### src/rtl/id_ex_alu_ctrl.sv
// ID/EX pipeline register for the 1-bit-slice ALU.
// Decodes ALUOp/funct into slice controls (sel, binvert, cin), selects
// operand B and the destination register, and registers everything the EX
// stage needs. A flush inserts a bubble. A stall holds the current contents.
module id_ex_alu_ctrl #(
  parameter int DATA_W = 32,
  parameter int REG_AW = 5
) (
  input  logic              clk,
  input  logic              rst_n,
  input  logic              stall,
  input  logic              flush,
  input  logic              id_valid,
  input  logic [DATA_W-1:0] id_rs_data,
  input  logic [DATA_W-1:0] id_rt_data,
  input  logic [DATA_W-1:0] id_imm,
  input  logic [REG_AW-1:0] id_rt_addr,
  input  logic [REG_AW-1:0] id_rd_addr,
  input  logic [1:0]        id_aluop,
  input  logic [5:0]        id_funct,
  input  logic              id_alusrc,
  input  logic              id_regdst,
  input  logic              id_regwrite,
  input  logic              id_memread,
  input  logic              id_memwrite,
  input  logic              id_memtoreg,
  output logic              ex_valid,
  output logic [DATA_W-1:0] ex_op_a,
  output logic [DATA_W-1:0] ex_op_b,
  output logic [DATA_W-1:0] ex_store_data,
  output logic [1:0]        ex_sel,
  output logic              ex_binvert,
  output logic              ex_cin,
  output logic [REG_AW-1:0] ex_dst,
  output logic              ex_regwrite,
  output logic              ex_memread,
  output logic              ex_memwrite,
  output logic              ex_memtoreg,
  output logic              ex_illegal
);

  // Per-slice result mux encoding.
  localparam logic [1:0] SEL_AND  = 2'b00;
  localparam logic [1:0] SEL_OR   = 2'b01;
  localparam logic [1:0] SEL_SUM  = 2'b10;
  localparam logic [1:0] SEL_LESS = 2'b11;

  typedef enum logic [1:0] {
    ALUOP_ADD   = 2'b00,
    ALUOP_SUB   = 2'b01,
    ALUOP_RTYPE = 2'b10,
    ALUOP_OR    = 2'b11
  } aluop_e;

  localparam logic [5:0] FUNCT_ADD = 6'b100000;
  localparam logic [5:0] FUNCT_SUB = 6'b100010;
  localparam logic [5:0] FUNCT_AND = 6'b100100;
  localparam logic [5:0] FUNCT_OR  = 6'b100101;
  localparam logic [5:0] FUNCT_SLT = 6'b101010;

  // Everything the EX stage sees. An all-zero value is a bubble.
  typedef struct packed {
    logic              valid;
    logic [DATA_W-1:0] op_a;
    logic [DATA_W-1:0] op_b;
    logic [DATA_W-1:0] store_data;
    logic [1:0]        sel;
    logic              binvert;
    logic              cin;
    logic [REG_AW-1:0] dst;
    logic              regwrite;
    logic              memread;
    logic              memwrite;
    logic              memtoreg;
    logic              illegal;
  } ex_t;

  ex_t        ex_q, ex_d;
  logic [1:0] dec_sel;
  logic       dec_binvert;
  logic       dec_cin;
  logic       dec_illegal;

  // Decode ALUOp/funct into slice controls. Undefined R-type funct decodes as add.
  always_comb begin
    // NOTE: every output gets a default before the case; otherwise a path
    // that skips an assignment would infer a latch.
    dec_sel     = SEL_SUM;
    dec_binvert = 1'b0;
    dec_cin     = 1'b0;
    dec_illegal = 1'b0;
    unique case (aluop_e'(id_aluop))
      ALUOP_ADD: ;
      ALUOP_SUB: begin
        dec_binvert = 1'b1;
        dec_cin     = 1'b1;
      end
      ALUOP_OR: dec_sel = SEL_OR;
      ALUOP_RTYPE: begin
        case (id_funct)
          FUNCT_ADD: ;
          FUNCT_SUB: begin
            dec_binvert = 1'b1;
            dec_cin     = 1'b1;
          end
          FUNCT_AND: dec_sel = SEL_AND;
          FUNCT_OR:  dec_sel = SEL_OR;
          FUNCT_SLT: begin
            dec_sel     = SEL_LESS;
            dec_binvert = 1'b1;
            dec_cin     = 1'b1;
          end
          default:   dec_illegal = 1'b1;
        endcase
      end
      default: ;
    endcase
  end

  // Next EX contents: flush beats stall, stall beats load.
  always_comb begin
    ex_d = ex_q;
    if (flush) begin
      ex_d = '0;
    end else if (stall) begin
      ex_d = ex_q;
    end else if (!id_valid) begin
      ex_d = '0;
    end else begin
      ex_d.valid      = 1'b1;
      ex_d.op_a       = id_rs_data;
      ex_d.op_b       = id_alusrc ? id_imm : id_rt_data;
      ex_d.store_data = id_rt_data;
      ex_d.sel        = dec_sel;
      ex_d.binvert    = dec_binvert;
      ex_d.cin        = dec_cin;
      ex_d.dst        = id_regdst ? id_rd_addr : id_rt_addr;
      // An illegal instruction travels on but must not change machine state.
      ex_d.regwrite   = id_regwrite & ~dec_illegal;
      ex_d.memread    = id_memread  & ~dec_illegal;
      ex_d.memwrite   = id_memwrite & ~dec_illegal;
      ex_d.memtoreg   = id_memtoreg & ~dec_illegal;
      ex_d.illegal    = dec_illegal;
    end
  end

  // Pipeline register, cleared asynchronously.
  always_ff @(posedge clk or negedge rst_n) begin
    // NOTE: sequential state uses non-blocking assignment so every register
    // samples its inputs from before the edge.
    if (!rst_n) ex_q <= '0;
    else        ex_q <= ex_d;
  end

  assign ex_valid      = ex_q.valid;
  assign ex_op_a       = ex_q.op_a;
  assign ex_op_b       = ex_q.op_b;
  assign ex_store_data = ex_q.store_data;
  assign ex_sel        = ex_q.sel;
  assign ex_binvert    = ex_q.binvert;
  assign ex_cin        = ex_q.cin;
  assign ex_dst        = ex_q.dst;
  assign ex_regwrite   = ex_q.regwrite;
  assign ex_memread    = ex_q.memread;
  assign ex_memwrite   = ex_q.memwrite;
  assign ex_memtoreg   = ex_q.memtoreg;
  assign ex_illegal    = ex_q.illegal;

endmodule

### config.mk
export PLATFORM = sky130hd
export DESIGN_NAME = id_ex_alu_ctrl
export DESIGN_NICKNAME = d
export VERILOG_FILES = /design/src/rtl/id_ex_alu_ctrl.sv
export SDC_FILE = /design/constraint.sdc
export NUM_CORES = 1
export LEC_CHECK = 0
export ABC_AREA = 1
export BUFFER_PORTS_ARGS = -buffer_cell sky130_fd_sc_hd__buf_2
export CAP_MARGIN = 20
export CORE_UTILIZATION = 49
export CTS_CLUSTER_SIZE = 40
export DETAILED_ROUTE_END_ITERATION = 6
export PLACE_DENSITY = 0.92
export SLEW_MARGIN = 20
export SYNTH_ARGS = -nofsm -noshare
export SYNTH_HDL_FRONTEND = slang
export SYNTH_SLANG_ARGS = --single-unit
### constraint.sdc
create_clock -name clk -period 1.1 [get_ports clk]
set_clock_uncertainty 0.1 [all_clocks]
set_input_delay 0.055 -clock clk [delete_from_list [all_inputs] [get_ports clk]]
set_output_delay 0.055 -clock clk [all_outputs]
set_load 0.005 [all_outputs]
==> key figures <==
Status
  – Run status: complete, but fails checks
  – Failing checks: DRC, setup timing

Critical path
  – Critical Path Fanout Max: 2
  – Worst path arrival time: 970 ps
  – Terminus of the critical flop-to-flop path: ex_op_a[14]$_DFFE_PN0P_
  – Worst path required time: 940 ps
  – Worst-case register-to-register setup slack: 70 ps
  – CP max-delay cell: dfrtp_1
  – Critical path launch point type: register
  – Maximum single-stage delay on the critical path: 450 ps
  – Cells traversed along the worst timing path: buf_2
  – Worst setup EP type: output pin
  – Worst reg2reg startpoint: ex_op_a[14]$_DFFE_PN0P_
  – Depth of the worst register-to-register path: 2
  – Start-to-end type of the worst setup path: register to output pin
  – Count of buffering cells on the critical path with inverters included: 1
  – Number of logic stages on the critical path including buffering: 1
  – Worst path top cell family by delay: flip-flops

Finish
  – Relative area change from synthesis to final layout: 63.3%
  – Fraction of final layout cells sized beyond drive strength 1: 0.350
  – Nets: 966
  – # fillers: 452
  – Non-filler cells in the finished layout: 953

Routing
  – WL final: 19.3 mm
  – DRC violations left: 19
  – Detail-routed net length per standard cell: 20.2 um
  – Count of vias placed by the detailed router: 5,353
  – Number of vias per cell: 5.62
  – Remaining antenna violation count: 0
  – DR iter-0 viols: 416
  – First drt pass iteration count: 7

Synthesis
  – Avg Cell Area, Syn: 9.52 um^2
  – Distinct cell type count of the synthesized netlist: 17
  – Number of instances in the synthesized netlist: 476
  – Register bit total from synthesis: 110
  – Number of synthesis warnings: 0
  – Synthesized net count: 604
  – Post-synthesis instance area: 4530 um^2
  – Share of synthesized area occupied by flip-flops and latches: 0.608

Min path
  – Hold Crit Endpoint: ex_binvert$_DFFE_PN0P_
  – Worst hold-check path type: input pin to register
  – Hold-critical path depth: 5
  – Hold path startpoint: id_aluop[1]

Clock network
  – Clock Sink Count: 110
  – Clock-pin slew reported for the worst setup and hold paths after clock tree synthesis: 120 ps
  – Maximum buffer depth of the clock tree: 2
  – CTS H-tree depth: 3
  – CTS Buf Count: 9
  – Cell at the root of the clock tree: clkbuf_8
  – Clock latency at the later pin of the worst-skew pair: 360 ps
  – Clock tree from TritonCTS: built

Pwr
  – Total leakage power: 0.00411 uW
  – Overall power: 8370 uW
  – Highest ir drop seen on vdd: 0.683 mV
  – Cell Pwr Density: 1130 nW/um^2

STA
  – Tightest slew margin relative to the limit: 0.703
  – Number of pins exceeding their max-slew limit in the final report: 0
  – Unrepaired setup endpoints after global routing: yes
  – Actual slew at the worst max-slew pin: 444 ps
  – Fmax: 886 MHz
  – Final Critical Period: 1130 ps
  – Count of endpoints failing hold in the final timing report: 0
  – Final critical-path setup slack: -29.1 ps
  – Setup violators final: 5
  – Final worst-path cycle share: 1.03

Placement
  – Number of port buffers: 235
  – Final HPWL from detailed placement: 9.16 mm
  – Number of placed instances with taps included: 804
  – Final weighted congestion in routability-driven placement: 0.879

Die
  – Total core area: 8850 um^2
  – Starting density of the core: 0.512
  – Count of standard-cell rows: 34
  – DIE WIDTH: 98.2 um
  – Area of the die: 9630 um^2
  – Die Ht: 98.2 um
  – Number of I/O pins: 236

Global route
  – Total Routing Usage GR: 0.389
  – Number of antenna violations at the first check in global routing: 2
  – Aggregate global routing overflow: 0
  – Via count of the first global-routing pass: 5,478
  – Largest net degree at the start of global routing: 61
  – First-pass GRT wire length: 28.5 mm

Flow run
  – Maximum Capacitance Violations: 0
cell type report:
class / count / area, um^2 / area share
antenna: 2 / 5.00 / 0.000676
clock buffer: 9 / 124 / 0.0167
clock inverter: 7 / 81.3 / 0.0110
inverter: 44 / 165 / 0.0223
multi-input combinational: 291 / 1470 / 0.199
sequential: 110 / 2760 / 0.373
tap: 108 / 135 / 0.0183
timing repair buffer: 382 / 2660 / 0.359
sequential cells by signal, summed over array words and instances, names as in the netlist:
register,count
ex_valid,1
ex_memwrite,1
ex_op_a,32
ex_sel,2
ex_memread,1
ex_illegal,1
ex_op_b,32
ex_memtoreg,1
ex_store_data,32
ex_binvert,1
ex_dst,5
ex_regwrite,1
metrics by stage:
step	hold WS, ps	setup WS, ps	area, um^2	utilization	TNS [ps]
after CTS	1.11	17.6	7250	0.819	0
final	69.2	-29.1	7400	0.836	-83.1
after global routing	107	-108	7400	0.836	-665
after global placement	-33.6	-12.2	5910	0.668	-12.2
after detailed placement	-25.3	-84.8	5910	0.668	-2340
after floorplan	-341	210	4530	-	0
what timing repair did:
action | 4_1_cts | 5_1_grt
endpoints found under the hold margin | 216 | 0
buffers inserted | 0 | 19
gates resized for setup | 0 | 10
endpoints found under the setup margin | 0 | 36
hold buffers | 113 | 0
cells in the mapped netlist (all sizes together):
library cell	instances	area (um^2)
nor3	1	10.0
o21ai	108	541
inv	44	165
nand2	127	477
a22o	32	280
nor2	11	41.3
mux2i	5	50.1
buf	24	130
dfrtp	110	2750
ha	3	37.5
clkbuf	7	26.3
nand3	4	20.0
report_power, final:
part / total, uW / internal (uW) / switching [uW]
logic: 1480 / 758 / 721
clock network: 2580 / 1080 / 1500
registers: 4310 / 4200 / 109
total: 8370 / 6040 / 2330
cells in the final DEF (no fill, tap or decap):
cell type	n
clkinv_4	1
buf_2	232
a22o_1	32
bufinv_16	1
diode_2	2
o21ai_1	75
o21ai_2	1
dlygate4sd3_1	112
nand3_1	4
nor2_1	10
nand2_1	127
nor3_4	1
ha_1	3
dfrtp_1	107
clkinvlp_4	3
clkbuf_4	1
buf_4	29
inv_2	3
inv_1	41
buf_6	1
inv_8	1
o21ai_0	32
mux2i_1	5
inv_6	1
buf_12	7
clkbuf_8	9
dfrtp_2	3
nor2_4	1
worst max-delay path by stage:
| stage | startpoint | end | slack (ps) |
|---|---|---|---|
| final | ex_op_a[20]$_DFFE_PN0P_ | ex_op_a[20] | -30 |
| after global placement | flush | ex_sel[1]$_DFFE_PN0P_ | -10 |
| after detailed placement | flush | ex_op_b[15]$_DFFE_PN0P_ | -80 |
| after floorplan | flush | ex_op_a[0]$_DFFE_PN0P_ | 210 |
| after CTS | ex_binvert$_DFFE_PN0P_ | ex_cin | 20 |
| after global routing | ex_memwrite$_DFFE_PN0P_ | ex_memwrite | -110 |
per-layer routing:
metal  vias up  track usage  part of all wire
met4         0        0.280             0.080
li1       2278            -                 -
met1      2486        0.400              0.33
met3       150        0.122              0.10
met5         -            0                 0
met2       439        0.671              0.49
cells by family (layout without fill, tap and decap cells):
kind of cell             Yosys count  in the layout  synth area share
AO/OA/AOI/OAI                    140            140             0.181
multiplexers                       5              5            0.0110
flip-flops                       110            110             0.608
AND/OR/NAND/NOR                  143            143             0.121
adder cells (fa/ha/maj)            3              3           0.00829
buffers and inverters             75            442            0.0710
other                              0              2                 0
(Power assumes the default switching activity.)
